==> config.mk <==
export PLATFORM = sky130hd
export DESIGN_NAME = mem_wb_stage
export DESIGN_NICKNAME = d
export VERILOG_FILES = /design/src/rtl/mem_wb_stage.sv
export SDC_FILE = /design/constraint.sdc
export NUM_CORES = 1
export LEC_CHECK = 0
export CAP_MARGIN = 20
export CORE_ASPECT_RATIO = 0.6
export CORE_MARGIN = 4
export CORE_UTILIZATION = 35
export DETAILED_ROUTE_END_ITERATION = 12
export PLACE_DENSITY = 0.74
export SYNTH_ARGS = -nofsm -noshare
export SYNTH_HDL_FRONTEND = slang
export SYNTH_SLANG_ARGS = --single-unit
==> constraint.sdc <==
create_clock -name clock_i -period 2.4 [get_ports clock_i]
set_input_delay 0.72 -clock clock_i [delete_from_list [all_inputs] [get_ports clock_i]]
set_output_delay 0.72 -clock clock_i [all_outputs]
set_load 0.02 [all_outputs]
==> src/rtl/mem_wb_stage.sv <==
// MEM/WB pipeline register: extracts and extends load data, registers the four
// write-back operands, and tracks sticky halt plus a retired-instruction count.
module mem_wb_stage #(
  parameter int NB_DATA = 32,
  parameter int NB_REG  = 5,
  parameter int NB_SEL  = 2,
  parameter int NB_LOAD = 3
) (
  input  logic               clock_i,
  input  logic               reset_i,
  input  logic               enable_i,
  input  logic               stall_i,
  input  logic               flush_i,
  input  logic               valid_i,
  input  logic [NB_DATA-1:0] alu_result_i,
  input  logic [NB_DATA-1:0] mem_rdata_i,
  input  logic [NB_DATA-1:0] pc_link_i,
  input  logic [NB_DATA-1:0] imm_i,
  input  logic [NB_LOAD-1:0] load_type_i,
  input  logic [NB_SEL-1:0]  wb_sel_i,
  input  logic [NB_REG-1:0]  reg_dst_i,
  input  logic               reg_write_i,
  input  logic               halt_i,
  output logic [NB_DATA-1:0] alu_result_o,
  output logic [NB_DATA-1:0] mem_data_o,
  output logic [NB_DATA-1:0] pc_link_o,
  output logic [NB_DATA-1:0] imm_o,
  output logic [NB_SEL-1:0]  wb_sel_o,
  output logic [NB_REG-1:0]  reg_dst_o,
  output logic               reg_write_o,
  output logic               misaligned_o,
  output logic               halted_o,
  output logic [NB_DATA-1:0] retired_o
);

  localparam logic [NB_LOAD-1:0] LT_LH  = 3'd1;
  localparam logic [NB_LOAD-1:0] LT_LHU = 3'd2;
  localparam logic [NB_LOAD-1:0] LT_LB  = 3'd3;
  localparam logic [NB_LOAD-1:0] LT_LBU = 3'd4;
  localparam logic [NB_SEL-1:0]  SEL_MEM = 2'b01;

  // Little-endian lane pick with sign/zero extension; unknown codes behave as LW.
  function automatic logic [NB_DATA-1:0] extract_load(
    input logic [NB_LOAD-1:0] lt,
    input logic [1:0]         off,
    input logic [NB_DATA-1:0] word
  );
    logic [7:0]  b;
    logic [15:0] h;
    b = word[8*off +: 8];
    h = off[1] ? word[31:16] : word[15:0];
    case (lt)
      LT_LB:   extract_load = {{(NB_DATA-8){b[7]}}, b};
      LT_LBU:  extract_load = {{(NB_DATA-8){1'b0}}, b};
      LT_LH:   extract_load = {{(NB_DATA-16){h[15]}}, h};
      LT_LHU:  extract_load = {{(NB_DATA-16){1'b0}}, h};
      default: extract_load = word;
    endcase
  endfunction

  logic [1:0]         off_s;
  logic               is_half_s;
  logic               is_byte_s;
  logic               misaligned_s;
  logic [NB_DATA-1:0] load_data_s;
  logic               reg_write_s;

  logic [NB_DATA-1:0] alu_result_r;
  logic [NB_DATA-1:0] mem_data_r;
  logic [NB_DATA-1:0] pc_link_r;
  logic [NB_DATA-1:0] imm_r;
  logic [NB_SEL-1:0]  wb_sel_r;
  logic [NB_REG-1:0]  reg_dst_r;
  logic               reg_write_r;
  logic               misaligned_r;
  logic               halted_r;
  logic [NB_DATA-1:0] retired_r;

  // Load extraction, alignment check and $0 write suppression ahead of the register.
  always_comb begin
    off_s        = alu_result_i[1:0];
    is_half_s    = (load_type_i == LT_LH) || (load_type_i == LT_LHU);
    is_byte_s    = (load_type_i == LT_LB) || (load_type_i == LT_LBU);
    load_data_s  = extract_load(load_type_i, off_s, mem_rdata_i);
    misaligned_s = 1'b0;
    if (valid_i && (wb_sel_i == SEL_MEM)) begin
      if (is_half_s) begin
        misaligned_s = off_s[0];
      end else if (!is_byte_s) begin
        misaligned_s = (off_s != 2'b00);
      end else begin
        misaligned_s = 1'b0;
      end
    end else begin
      misaligned_s = 1'b0;
    end
    reg_write_s = reg_write_i && valid_i && (reg_dst_i != {NB_REG{1'b0}});
  end

  // Stage register: halt freezes everything, then enable, flush (bubble), stall, capture.
  always_ff @(posedge clock_i or negedge reset_i) begin
    if (!reset_i) begin
      alu_result_r <= {NB_DATA{1'b0}};
      mem_data_r   <= {NB_DATA{1'b0}};
      pc_link_r    <= {NB_DATA{1'b0}};
      imm_r        <= {NB_DATA{1'b0}};
      wb_sel_r     <= {NB_SEL{1'b0}};
      reg_dst_r    <= {NB_REG{1'b0}};
      reg_write_r  <= 1'b0;
      misaligned_r <= 1'b0;
      halted_r     <= 1'b0;
      retired_r    <= {NB_DATA{1'b0}};
    end else if (!halted_r && enable_i) begin
      if (flush_i) begin
        alu_result_r <= {NB_DATA{1'b0}};
        mem_data_r   <= {NB_DATA{1'b0}};
        pc_link_r    <= {NB_DATA{1'b0}};
        imm_r        <= {NB_DATA{1'b0}};
        wb_sel_r     <= {NB_SEL{1'b0}};
        reg_dst_r    <= {NB_REG{1'b0}};
        reg_write_r  <= 1'b0;
        misaligned_r <= 1'b0;
      end else if (!stall_i) begin
        alu_result_r <= alu_result_i;
        mem_data_r   <= load_data_s;
        pc_link_r    <= pc_link_i;
        imm_r        <= imm_i;
        wb_sel_r     <= wb_sel_i;
        reg_dst_r    <= reg_dst_i;
        reg_write_r  <= reg_write_s;
        misaligned_r <= misaligned_s;
        if (valid_i) begin
          retired_r <= retired_r + {{(NB_DATA-1){1'b0}}, 1'b1};
          if (halt_i) begin
            halted_r <= 1'b1;
          end
        end
      end
    end
  end

  assign alu_result_o = alu_result_r;
  assign mem_data_o   = mem_data_r;
  assign pc_link_o    = pc_link_r;
  assign imm_o        = imm_r;
  assign wb_sel_o     = wb_sel_r;
  assign reg_dst_o    = reg_dst_r;
  assign reg_write_o  = reg_write_r;
  assign misaligned_o = misaligned_r;
  assign halted_o     = halted_r;
  assign retired_o    = retired_r;

endmodule

Word level (Yosys, flattened, before mapping)
Cells that the tools add are included.
{"block": "word_totals", "register_bits": 170, "in_bits": 146, "output_inout_bits": 170}
{"block": "op_classes", "n_addsub": 1, "n_eq_ne": 6, "shifts": 1, "muxes": 21, "n_bitwise": 2, "n_reduce_logical": 12}
{"operator": "two-way mux 32 bit", "count": 8}
{"operator": "one-hot mux 32 bit (4 select lines)", "count": 1}
{"operator": "adder 32 x 1 -> 32 bit (second input constant)", "count": 1}
{"operator": "indexed part select 32 x 6 -> 8 bit", "count": 1}
{"operator": "two-way mux 16 bit", "count": 1}
{"operator": "two-way mux 5 bit", "count": 2}
{"operator": "two-way mux 1 bit", "count": 7}
{"operator": "== test 3 x 2 -> 1 bit (second input constant)", "count": 2}
{"operator": "AND reduction 5 bit", "count": 1}
{"operator": "nonzero test 5 bit", "count": 1}
{"operator": "logical AND 1 bit", "count": 4}
{"operator": "two-way mux 2 bit", "count": 2}
{"operator": "AND reduction 4 bit", "count": 1}
{"operator": "== test 3 x 1 -> 1 bit (second input constant)", "count": 1}
{"operator": "== test 3 bit (second input constant)", "count": 1}
{"operator": "== test 2 x 1 -> 1 bit (second input constant)", "count": 1}
{"operator": "logical OR 1 bit", "count": 2}
{"operator": "!= test 2 x 1 -> 1 bit (second input constant)", "count": 1}
{"operator": "NOT 1 bit", "count": 2}
{"operator": "AND reduction 2 bit", "count": 1}
{"operator": "nonzero test 2 bit", "count": 1}
{"operator": "logical NOT 1 bit", "count": 1}

Longest topological paths before layout
{"block": "depth", "word_depth": 7, "depth_mapped": 7, "depth_no_buf": 5}

Worst setup path after synthesis
Ideal clock, no wire load.
{"block": "synth_path", "path_type": "input port to flip-flop", "from": "input alu_result_i[1]", "to": "register mem_data_r[22], in the netlist mem_data_o[22]", "t_arrival_ps": 2133, "required_ps": 2274, "path_slack_ps": 140, "stages": 6, "n_path_buf": 2, "path_cell_list": "clkbuf_1 -> mux4_2 -> and2_1 -> o31ai_4 -> buf_4 -> o21ai_0"}
{"block": "synth_via", "elab_chain_len": 4, "elab_cells_between_ends": 5}
{"item": "start, declared", "line": "15", "rtl": "input logic [NB_DATA-1:0] alu_result_i,"}
{"item": "indexed part select 32 x 6 -> 8 bit / two-way mux 16 bit (equally long branches)", "line": "50, 51"}
{"item": "one-hot mux 32 bit (4 select lines) *", "line": "52", "rtl": "case (lt)"}
{"item": "two-way mux 32 bit *", "line": "123", "rtl": "end else if (!stall_i) begin"}
{"item": "two-way mux 32 bit *", "line": "114", "rtl": "if (flush_i) begin"}
{"item": "end signal, assigned", "line": "104", "rtl": "mem_data_r <= {NB_DATA{1'b0}};"}
{"item": "end signal, assigned", "line": "116", "rtl": "mem_data_r <= {NB_DATA{1'b0}};"}
{"item": "end signal, assigned", "line": "125", "rtl": "mem_data_r <= load_data_s;"}
{"item": "end, declared", "line": "69", "rtl": "logic [NB_DATA-1:0] mem_data_r;"}
Every way passes the cells marked *; elsewhere a longest branch is shown, timed or not. The select of a mux whose other input is x is not followed.
A chain may end at the register's enable or synchronous reset.

Worst setup path after layout
{"block": "layout_path", "from": "input flush_i", "to": "register retired_r[16], in the netlist retired_o[16]"}
{"block": "layout_via", "elab_chain_len": 2}
{"item": "start, declared", "line": "13", "rtl": "input logic flush_i,"}
{"item": "NOT 1 bit (no source line)"}
{"item": "AND reduction 4 bit (no source line)"}
{"item": "end signal, assigned", "line": "112", "rtl": "retired_r <= {NB_DATA{1'b0}};"}
{"item": "end signal, assigned", "line": "133", "rtl": "retired_r <= retired_r + {{(NB_DATA-1){1'b0}}, 1'b1};"}
{"item": "end, declared", "line": "77", "rtl": "logic [NB_DATA-1:0] retired_r;"}
No other way between the ends.

==> impl_metrics.csv <==
group,metric,value,unit
clock_network,ctsRootBufferMaster,"clkbuf_16",
critical_path,worst-path-max-fanout,12,
pwr,p_per_area,744,nW/µm²
critical_path,crit_type,"in2reg",
critical_path,cp-end-kind,"register",
pwr,clockPowerShare,32.9,%
drt,routedWlPerCell,19.2,µm
finish,multi_input_area,2580,µm²
clock_network,clock_latency,0.42,ns
logic_synthesis,syn_nets,722,
clock_network,numCtsBuffers,17,
status,outcome,"complete, no violations",
logic_synthesis,ys_ff_latch,170,
sta,worstMarginPinSlew,0.515,ns
floorplan,die_w,191,µm
floorplan,ios,316,
critical_path,rrSetupSlack,0.46,ns
clock_network,htreeDepth,4,
pwr,seqPwrFrac,40.6,%
sta,period_needed,2.31,ns
logic_synthesis,yosysUniqueCellTypes,47,
sta,fmax,432,MHz
clock_network,cts.path.max_buffers,2,
logic_synthesis,ys.flop_type,"dfrtp_1",
critical_path,reg2reg_from,"halted_o",
drt,dr.pass1.iters,5,
critical_path,crit_chain,"clkdlybuf4s50_1, or4b_4, nor4_4, buf_4, nand4_1, xnor2_1",
critical_path,reg2reg_depth,5,
logic_synthesis,ys_top_cells_by_area,"dfrtp_1 (61%), a22o_1 (13%), xnor2_1 (3.5%)",
drt,drc_errors,0,
logic_synthesis,synthDominantCellAreaShare,60.6,%
clock_network,clkSlewWorstSetupHoldPaths,0.07,ns
logic_synthesis,synth_area_per_cell,12.2,µm²
critical_path,crit_path_start_kind,"primary input",
placed_design,gp_routability_congestion,0.827,
floorplan,fp.coreArea,19400,µm²
placed_design,place_inst,1158,
logic_synthesis,yosysSeqAreaShare,60.6,%
logic_synthesis,async_reset_ff_share,100,%
pwr,irDropWorstVdd,0.000436,V
pwr,swShare,29.8,%
logic_synthesis,ys_warn_count,0,
pwr,pwr-share-comb,26.5,%
floorplan,die_h,118,µm
sta,clock_skew,0.0110,ns
sta,setup_viol,0,
placed_design,dpl.hpwl,17100,µm
pwr,p_leak,4.96,nW
pwr,internal-power,0.00597,W
critical_path,slowest_stage,"or4b_4",
clock_network,cts-resized-gates,0,
critical_path,required,2.70,ns
logic_synthesis,yosys.area.top_type,"dfrtp_1",
hold_path,hold_class,"in2async",
drt,drt_iter0_drc,337,
finish,antenna_cells,0,
pwr,p_switching,0.00253,W
clock_network,ctsHoldBuffers,0,
floorplan,start_util,36.2,%
global_route,grt_util_all_layers,20.1,%
global_route,antenna_found_initial,0,
finish,area_delta_synth_final,62.6,%
logic_synthesis,syn_area,7020,µm²
logic_synthesis,yosysMostFrequentCell,"dfrtp_1",
critical_path,regToRegEndpoint,"retired_o[16]",
sta,post-route-period-util,96.4,%
global_route,gr-total-overflow,0,
drt,ant_nets,0,
drt,routed_wl,22800,µm
finish,regArea,4250,µm²
sta,grt_setup_unrepaired,"false",
critical_path,cpPeakStageDelay,0.62,ns
finish,drive_gt1_share,10.3,%
finish,nFillCells,1623,
finish,final-instance-count-excl-fill,1189,
floorplan,fp-row-count,39,
sta,slew-limit-headroom,65.7,%
sta,hold_violations,0,
sta,hold_ws,0.207,ns
clock_network,clock-sinks,170,
finish,fin_nets,1058,
logic_synthesis,synth_common_cells,"dfrtp_1 (170), a22o_1 (103), nand2_1 (54)",
drt,routed-via-count,6049,
global_route,grt_pass1_vias,6196,
clock_network,post_cts_buffers,0,
floorplan,dieArea,22500,µm²
placed_design,io_buffers,315,
critical_path,worstPathArrival,2.61,ns
logic_synthesis,synth_edf_count,0,
global_route,grt_pass1_wl,36000,µm
global_route,grt_max_degree,59,
sta,drv_slew,0,
clock_network,cts_tree,"yes",
drt,via_per_inst,5.09,
run,maxCapViolations,0,
logic_synthesis,syn_inst,575,
[flip-flops by register name, indices dropped and copies added, names as in the netlist]
name / flops
reg_dst_o: 5
halted_o: 1
mem_data_o: 32
reg_write_o: 1
wb_sel_o: 2
imm_o: 32
retired_o: 32
pc_link_o: 32
alu_result_o: 32
misaligned_o: 1
[kinds of logic after synthesis]
kind of cell	count (synthesis)	synth area share, %
and+or+nand+nor	144	10.6
adders and majority gates	1	0.178
xor gates and xnor gates	32	3.99
muxes	19	2.90
buffers and inverters	46	2.89
DFF	170	60.6
AOI/OAI and AO/OA	163	18.8
[critical path: cells and delay by family]
kind                      cells  cell delay, ns
and+or+nand+nor               3            1.06
buffers and inverters         2            0.66
xor gates and xnor gates      1            0.16
[layer usage]
| layer | vias to the layer above | global-route usage [%] | wire, µm |
|---|---|---|---|
| met4 | 0 | 3.81 | 183 |
| met5 | - | 0 | 0 |
| li1 | 2811 | - | - |
| met1 | 2959 | 27.8 | 10000 |
| met3 | 20 | 7.44 | 2330 |
| met2 | 259 | 30.6 | 10200 |
[power by group through the flow]
stage / sequential (W) / combinational, W / clock (W)
floorplan: 0.00391 / 0.000514 / 0
global placement: 0.00350 / 0.00225 / 0
detailed placement: 0.00349 / 0.00228 / 0
CTS: 0.00345 / 0.00228 / 0.00287
global route: 0.00350 / 0.00239 / 0.00299
finish: 0.00345 / 0.00225 / 0.00280
[cell usage in the layout (no fill, tap or decap), drive strengths merged, types with 4 or more instances in the layout]
master and instances:
a22o 103, and2 4, mux2i 17, o21ai 34, inv 8, and3 4, nor3 12, o221ai 8
nor2 23, clkbuf 18, o221a 7, dfrtp 170, xnor2 28, nand2 54, xor2 4, nand3 12
buf 47, clkinvlp 4, clkdlybuf4s50 314, nand4 17
[worst max path at each step]
stage                    startpoint              to  slack (ns)  cells after the start
floorplan           alu_result_i[1]  mem_data_o[22]        0.14                      6
global placement            flush_i   retired_o[10]       -0.27                      6
detailed placement          flush_i   retired_o[16]       -0.34                      6
CTS                    retired_o[8]    retired_o[8]        0.06                      1
global route           retired_o[8]    retired_o[8]        0.03                      1
finish                      flush_i   retired_o[16]        0.09                      6
[metrics by stage]
| stage | TNS [ns] | area (µm²) | util (%) | power (W) | setup WS [ns] |
|---|---|---|---|---|---|
| 2_1_floorplan | 0 | 7020 | - | 0.00443 | 0.140 |
| 3_3_place_gp | -10.0 | 10800 | 55.9 | 0.00575 | -0.272 |
| 3_5_place_dp | -12.14 | 10800 | 55.9 | 0.00577 | -0.341 |
| 4_1_cts | 0 | 11400 | 58.9 | 0.00861 | 0.0580 |
| 5_1_grt | 0 | 11400 | 58.9 | 0.00889 | 0.0291 |
| 6_report | 0 | 11400 | 58.9 | 0.00850 | 0.0861 |
[cell type report]
| cell class | instances | share of cell area, % |
|---|---|---|
| sequential | 170 | 37.3 |
| timing repair buffer | 361 | 32.0 |
| multi-input combinational | 359 | 22.6 |
| clock buffer | 18 | 3.85 |
| tap | 266 | 2.91 |
| clock inverter | 13 | 1.39 |
| inverter | 2 | 0.0657 |
(Power assumes the default switching activity.)
